[config.mk]
export PLATFORM = sky130hd
export DESIGN_NAME = operand_assembler
export DESIGN_NICKNAME = d
export VERILOG_FILES = /design/src/rtl/operand_assembler_pkg.sv /design/src/rtl/operand_assembler_onehot_chk.sv /design/src/rtl/operand_assembler.sv
export SDC_FILE = /design/constraint.sdc
export NUM_CORES = 1
export LEC_CHECK = 0
export ABC_AREA = 1
export CAP_MARGIN = 20
export CORE_MARGIN = 3
export CORE_UTILIZATION = 50
export DETAILED_ROUTE_END_ITERATION = 10
export DONT_BUFFER_PORTS = 1
export SETUP_SLACK_MARGIN = 0.15
export SKIP_LAST_GASP = 1
export SLEW_MARGIN = 20
export SYNTH_ARGS = -nofsm -noshare
export SYNTH_HDL_FRONTEND = slang
export SYNTH_SLANG_ARGS = --single-unit
[constraint.sdc]
create_clock -name CLK1 -period 1.6 [get_ports CLK1]
set_input_delay 0.24 -clock CLK1 [delete_from_list [all_inputs] [get_ports CLK1]]
set_output_delay 0.24 -clock CLK1 [all_outputs]
set_load 0.01 [all_outputs]
[src/rtl/operand_assembler_pkg.sv]
// Shared widths and state encoding for the operand assembler.
package operand_assembler_pkg;
  localparam int unsigned NIBBLE_W  = 4;
  localparam int unsigned SLOTS     = 3;
  localparam int unsigned OPERAND_W = NIBBLE_W * SLOTS;

  typedef enum logic {
    FILL,
    FULL
  } state_t;
endpackage

[src/rtl/operand_assembler_onehot_chk.sv]
// Classifies a 3-bit slot select: valid when exactly one bit is set, plus its index.
module onehot_chk (
  input  logic [2:0] sel,
  output logic       valid,
  output logic [1:0] idx
);
  always_comb begin
    valid = 1'b1;
    idx   = 2'd0;
    unique case (sel)
      3'b001:  idx = 2'd0;
      3'b010:  idx = 2'd1;
      3'b100:  idx = 2'd2;
      default: valid = 1'b0;
    endcase
  end
endmodule

[src/rtl/operand_assembler.sv]
// Collects three nibbles in any slot order into a 12-bit operand and holds it until RDY.
module operand_assembler
  import operand_assembler_pkg::*;
(
  input  logic                 CLK1,
  input  logic                 RST_C,
  input  logic                 LDD,
  input  logic [SLOTS-1:0]     SEL,
  input  logic [NIBBLE_W-1:0]  D,
  input  logic                 RDY,
  output logic [OPERAND_W-1:0] Q,
  output logic                 VLD,
  output logic [SLOTS-1:0]     MASK,
  output logic                 ERR,
  output logic                 OVF
);
  state_t               state;
  logic [OPERAND_W-1:0] asmBuf;
  logic [OPERAND_W-1:0] asmNext;
  logic [SLOTS-1:0]     maskNext;
  logic                 selOk;
  logic [1:0]           selIdx;

  onehot_chk uSelChk (
    .sel   (SEL),
    .valid (selOk),
    .idx   (selIdx)
  );

  // Buffer with the incoming nibble merged in, so completion can capture it in the same edge.
  always_comb begin
    asmNext = asmBuf;
    for (int unsigned k = 0; k < SLOTS; k++) begin
      if (selIdx == 2'(k)) asmNext[k*NIBBLE_W +: NIBBLE_W] = D;
    end
    maskNext = MASK | SEL;
  end

  always_ff @(posedge CLK1) begin
    if (RST_C) begin
      state  <= FILL;
      asmBuf <= '0;
      Q      <= '0;
      VLD    <= 1'b0;
      MASK   <= '0;
      ERR    <= 1'b0;
      OVF    <= 1'b0;
    end else begin
      unique case (state)
        FILL: begin
          if (LDD) begin
            if (selOk) begin
              asmBuf <= asmNext;
              if (maskNext == '1) begin
                Q     <= asmNext;
                VLD   <= 1'b1;
                MASK  <= '0;
                state <= FULL;
              end else begin
                MASK <= maskNext;
              end
            end else begin
              ERR <= 1'b1;
            end
          end
        end
        FULL: begin
          if (RDY) begin
            VLD   <= 1'b0;
            state <= FILL;
            // MASK is empty while FULL, so a concurrent load starts the new frame.
            if (LDD) begin
              if (selOk) begin
                asmBuf <= asmNext;
                MASK   <= SEL;
              end else begin
                ERR <= 1'b1;
              end
            end
          end else if (LDD) begin
            OVF <= 1'b1;
          end
        end
        default: state <= FILL;
      endcase
    end
  end
endmodule

==> results of run 1 <==
final timing paths:
check,from,end,slack (ps),depth (start not counted)
worst min-delay path,RDY,VLD$_SDFFE_PP0P_,110,3
worst max-delay path,MASK[0]$_SDFFE_PP0P_,Q[6]$_SDFFE_PP0P_,280,8
worst min register to register,asmBuf[2]$_SDFFE_PP0P_,asmBuf[2]$_SDFFE_PP0P_,490,2
worst max register to register,MASK[0]$_SDFFE_PP0P_,Q[6]$_SDFFE_PP0P_,280,8
cell usage in the layout (no fill, tap or decap):
master,n
nor2_1,70
nand2_1,69
dfxtp_1,29
inv_1,19
a21oi_1,9
o21ai_0,5
clkbuf_4,5
nand3_1,3
dfxtp_2,2
nor2_2,2
nand3_2,2
nand2_2,2
nand3b_1,2
inv_2,2
clkbuf_8,2
buf_12,2
buf_4,2
nand2_4,1
nor2_4,1
inv_8,1
o22ai_1,1
o21a_1,1
nor3_1,1
clkbuf_1,1
dlygate4sd3_1,1
Yosys cell counts:
cell      number  area share
o22ai_1        1      0.0043
nand2_2        2      0.0085
nand3_2        2       0.014
buf_4          1      0.0051
a21oi_1        9       0.031
inv_2          3      0.0076
nor2_4         1      0.0076
dfxtp_1       31        0.42
nor3_1         1      0.0034
inv_1         19       0.048
nand2_1       69        0.18
buf_6          3       0.023
nand2_4        1      0.0076
o21a_1         1      0.0051
nor2_2         2      0.0085
nor2_1        70        0.18
nand3_1        3       0.010
buf_2          4       0.014
o21ai_0        5       0.017
nand3b_1       2       0.010
layer usage:
metal	vias up	track usage	share of wire
li1	699	-	-
met4	0	0.0696	0.0041
met3	2	0.0691	0.064
met2	34	0.275	0.43
met5	-	0	0
met1	558	0.242	0.50
repair_timing:
action / in CTS / in global routing
setup buffers: 0 / 1
hold endpoints to repair: 3 / 0
setup endpoints to repair: 0 / 26
hold buffers: 1 / 0
resized for setup: 0 / 6
kinds of logic (layout without fill, tap and decap cells):
logic type	after synthesis	in the layout	share of synthesized area
buf+inv	30	35	0.0977
flops	31	31	0.421
simple gates	153	153	0.424
compound gates	16	16	0.0569
stage by stage:
stage / setup slack (ps) / hold slack (ps) / instances / utilization
after floorplan: 327 / 309 / 230 / -
after global placement: 223 / 312 / 256 / 0.534
after detailed placement: 180 / 312 / 256 / 0.534
after CTS: 173 / 97.2 / 265 / 0.562
after global routing: 155 / 117 / 266 / 0.573
final: 279 / 110 / 266 / 0.573
state kept, by name, indices dropped and copies added (netlist names):
| signal | count |
|---|---|
| state | 1 |
| MASK | 3 |
| Q | 12 |
| VLD | 1 |
| asmBuf | 12 |
| OVF | 1 |
| ERR | 1 |
report_power, final:
part / leakage (nW) / total, W / internal (W) / switching [W]
combinational: 0.447 / 0.000219 / 0.0000824 / 0.000136
sequential: 0.253 / 0.000845 / 0.000812 / 0.0000331
clock: 0.0386 / 0.000504 / 0.000258 / 0.000246
total: 0.739 / 0.00157 / 0.00115 / 0.000415
cell type report:
type                    instances  area, µm²  share of cell area
clock buffers                   8       68.8              0.0432
inverters                      22       90.1              0.0565
multi-input cells             169        708               0.444
flip-flops and latches         31        623               0.391
well taps                      31       38.8              0.0243
repair buffers                  5       65.1              0.0408
worst max-delay path: stages (launching register included):
cell and delay [ps]:
dfxtp_2 390, nor2_1 80, nor2_2 120, nand3_1 130, nor2_4 150, buf_12 170, nand2_1 60, nand2_1 70
nor2_1 40
==> results by group, run 1 <==
Floorplan
  • Die area: 0.00363 mm²
  • Die extent in x: 60.3 µm
  • Cell row count: 19
  • Starting Density: 0.529
  • IO Pins: 29
  • Total core area: 0.00278 mm²
  • Die height: 60.3 µm

Clock network
  • Clk slew on worst S/H paths: 90 ps
  • Max clock buf depth: 2
  • Maximum level of the CTS H-tree: 2
  • CTS tree: done
  • Root Buffer: clkbuf_4
  • Clk_lat worst skew: 320 ps
  • CTS Buf Count: 5
  • Clock sink total: 31

Place
  • Area after DPL: 0.00149 mm²
  • PortBufs: 0
  • Final HPWL DP: 2140 µm
  • Placer Congestion: 0.833

Timing
  • Tightest Pin Transition: 449 ps
  • Relative slew slack: 0.701
  • RSZ-0062 raised after global routing: false
  • Post-route clock period utilization: 0.826
  • Fmax: 757 MHz
  • Setup TNS: 0 ps
  • Final hold vios: 0
  • Crit path time final: 1320 ps
  • Final Slew Violations: 0
  • Endpoints failing setup: 0
  • Fin Clk Skew: 7.28 ps

Detailed routing
  • 1st-iter DRT viols: 42
  • Vias: 1293
  • Drt pass-1 iters: 4
  • Avg WL per Cell: 11.1 µm
  • Drt total wl: 2950 µm
  • DRC Markers: 0
  • Drt via density: 4.86
  • Post-DRT Antenna Nets: 0

Run
  • Max-cap violations: 0

Power and ir drop
  • Worst vdd ir: 833 µV
  • Total power: 0.00157 W
  • PD cells: 984 mW/mm²
  • Pleak: 0.739 nW

Layout
  • Diodes inserted: 0
  • Final nets: 245
  • Layout area overhead: 8.24%
  • Share of layout cells above drive strength 1: 0.102
  • Final Instance Area: 0.00159 mm²
  • Fill cell count: 294

Critical path
  • Crit Path Max Fanout: 25
  • CP Class: flop to flop
  • Worst Setup End Kind: flop
  • Critical Path Source Type: flop
  • Worst Path Required: 1820 ps
  • Arr. time, crit path: 1540 ps

Yosys
  • Mapped Cells: 230
  • Post-synthesis cell area: 0.00147 mm²
  • Syn avg cell area: 6.40 µm²
  • Mapped Nets: 241
  • Cell variety after synth: 20
  • Syn. warnings: 0
  • Seq/Total Area, Yosys: 0.421
  • #FFs+latches synth: 31

Global route
  • Largest net degree at the start of global routing: 29
  • Initial antenna violation count: 0
  • Vias in the first global route: 1169
  • Gr ovfl total: 0
  • Global-route wire length before repair: 5020 µm
  • Total GRT Usage: 0.185

Hold path
  • Hold crit path type: input pin to flop

Outcome
  • Status: finished clean
Power figures use the tool's default switching activity.
==> run 2, diff against run 1 <==
- clock period: 1.6 -> 1.3 ns (I/O delays scaled with it)
==> results by group, run 2 (synthesized netlist as in run 1, its figures left out) <==
Critical path
  • Worst Path Required: 1530 ps (-290 ps)
  • Crit Path Max Fanout: 12 (-52%)
  • CP Class: flop to flop
  • Arr. time, crit path: 1440 ps (-100 ps)
  • Worst Reg-to-Reg Cells: 8 (unchanged)
  • Crit-path cells: nor2_4 -> nor2_2 -> nand3_2 -> nor2_4 -> buf_12 -> nand2_1 -> nand2_1 -> nor2_1
  • Worst Setup End Kind: flop
  • Max stage delay cell, worst path: dfxtp_4
  • Critical Path Source Type: flop
  • CP peak stage delay: 370 ps (-20 ps)

Hold path
  • Hold crit path type: input pin to flop
  • Worst hold path depth: 1 (-2)

Floorplan
  • Die area: 0.00363 mm² (unchanged)
  • Die extent in x: 60.3 µm (unchanged)
  • Die height: 60.3 µm (unchanged)
  • Starting Density: 0.529 (unchanged)
  • Cell row count: 19 (unchanged)
  • IO Pins: 29 (unchanged)
  • Total core area: 0.00278 mm² (unchanged)

Detailed routing
  • Vias: 1343 (+3.9%)
  • Drt via density: 4.88 (+0.47%)
  • 1st-iter DRT viols: 67 (+60%)
  • DRC Markers: 0 (unchanged)
  • Post-DRT Antenna Nets: 0 (unchanged)
  • Avg WL per Cell: 12.1 µm (+9.2%)
  • Drt pass-1 iters: 4 (unchanged)
  • Drt total wl: 3340 µm (+13%)

Power and ir drop
  • PD cells: 1150 mW/mm² (+17%)
  • Worst vdd ir: 961 µV (+15%)
  • Pleak: 0.824 nW (+12%)
  • Total power: 0.00204 W (+30%)

Timing
  • Worst setup margin: 90.3 ps (-189 ps)
  • Final Slew Violations: 0 (unchanged)
  • Final hold vios: 3 (+3)
  • Fin Clk Skew: 8.36 ps (+1.08 ps)
  • Setup TNS: 0 ps (unchanged)
  • RSZ-0062 raised after global routing: true
  • Minimum hold slack: -89.1 ps (-199 ps)
  • Fmax: 827 MHz (+9.2%)
  • Crit path time final: 1210 ps (-111 ps)
  • Post-route clock period utilization: 0.931 (+0.105)
  • Endpoints failing setup: 0 (unchanged)
  • Tightest Pin Transition: 598 ps (+149 ps)
  • Relative slew slack: 0.597 (-0.103)

Clock network
  • Clk_lat worst skew: 340 ps (+20 ps)
  • Root Buffer: clkbuf_4
  • Clock sink total: 31 (unchanged)
  • Maximum level of the CTS H-tree: 2 (unchanged)
  • Max clock buf depth: 2 (unchanged)
  • CTS tree: done
  • Clk slew on worst S/H paths: 90 ps (about the same)
  • CTS Buf Count: 5 (unchanged)

Layout
  • Share of layout cells above drive strength 1: 0.209 (+0.107)
  • Commonest non-fill, non-tap cell in the layout: nor2_1
  • Diodes inserted: 0 (unchanged)
  • Highest-count cells in the layout ignoring fill and taps: 64 x nor2_1, 63 x nand2_1, 27 x dfxtp_1
  • Fill cell count: 286 (-2.7%)
  • Layout area overhead: 20.6%
  • Final nets: 254 (+3.7%)
  • Largest regs: Q x12, asmBuf x12, MASK x3

Place
  • Final HPWL DP: 2210 µm (+3.4%)
  • Placer Congestion: 0.810 (-2.7%)
  • DP Worst Slack: 76.2 ps (-104 ps)
  • PortBufs: 0 (unchanged)

Global route
  • Initial antenna violation count: 0 (unchanged)
  • Largest net degree at the start of global routing: 29 (unchanged)
  • Global-route wire length before repair: 5230 µm (+4.3%)
  • Vias in the first global route: 1153 (-1.4%)
  • Total GRT Usage: 0.197 (+0.0117)
  • Gr ovfl total: 0 (unchanged)

Run
  • Max-cap violations: 0 (unchanged)

Outcome
  • Failing checks: negative hold slack
  • Status: finished, violations left
[run 2: cell count changes in the layout (fill, tap and decap cells not counted), sizes merged]
cell / before / now
buf: 4 / 12
clkbuf: 8 / 9
dlygate4sd3: 1 / 0
inv: 22 / 23
[run 2: through the flow]
| stage | util | area [µm²] | std cells |
|---|---|---|---|
| 2_1_floorplan | - | 1490 | 230 |
| 3_3_place_gp | 0.560 | 1560 | 261 |
| 3_5_place_dp | 0.560 | 1560 | 261 |
| 4_1_cts | 0.604 | 1680 | 271 |
| 5_1_grt | 0.639 | 1780 | 275 |
| 6_report | 0.639 | 1780 | 275 |
[run 2: where the power goes]
| group | total [W] | internal (W) | switching (W) |
|---|---|---|---|
| clock | 0.000664 | 0.000318 | 0.000347 |
| combinational | 0.000342 | 0.000142 | 0.000200 |
| sequential | 0.00104 | 0.00100 | 0.0000359 |
[run 2: layout make-up]
type	count	area, µm²	share of cell area
tap	31	38.8	0.0218
clock buffer	7	65.1	0.0366
timing repair buffer	14	185	0.104
multi-input combinational	169	768	0.432
clock inverter	1	6.26	0.00352
inverter	22	85.1	0.0479
sequential	31	628	0.354
[run 2: worst max-delay path, delay by kind of cell, from the launching register on]
kind,cells,cell delay [ps]
buffers and inverters,1,150
AND/OR/NAND/NOR,7,600
flip-flops,1,370
[run 2: final timing paths]
kind                                              from                endpoint  slack, ps
worst min-delay path                             RST_C        state$_SDFF_PP0_        -90
worst min register to register  asmBuf[6]$_SDFFE_PP0P_  asmBuf[6]$_SDFFE_PP0P_        490
worst max register to register    MASK[1]$_SDFFE_PP0P_       Q[5]$_SDFFE_PP0P_         90
worst max-delay path              MASK[1]$_SDFFE_PP0P_       Q[5]$_SDFFE_PP0P_         90
[run 2: routing by layer]
| layer | up-vias | track usage | routed length (µm) |
|---|---|---|---|
| met2 | 39 | 0.276 | 1460 |
| li1 | 718 | - | - |
| met1 | 581 | 0.275 | 1550 |
| met3 | 5 | 0.0713 | 282 |
| met4 | 0 | 0.0665 | 46 |
| met5 | - | 0 | 0 |
[run 2: what timing repair did]
item                                    4_1_cts  5_1_grt
resized for setup                             8       10
pin swaps                                     2        3
endpoints found under the hold margin         3        3
gates cloned                                  1        2
endpoints found under the setup margin       27       26
buffers inserted                              1        2
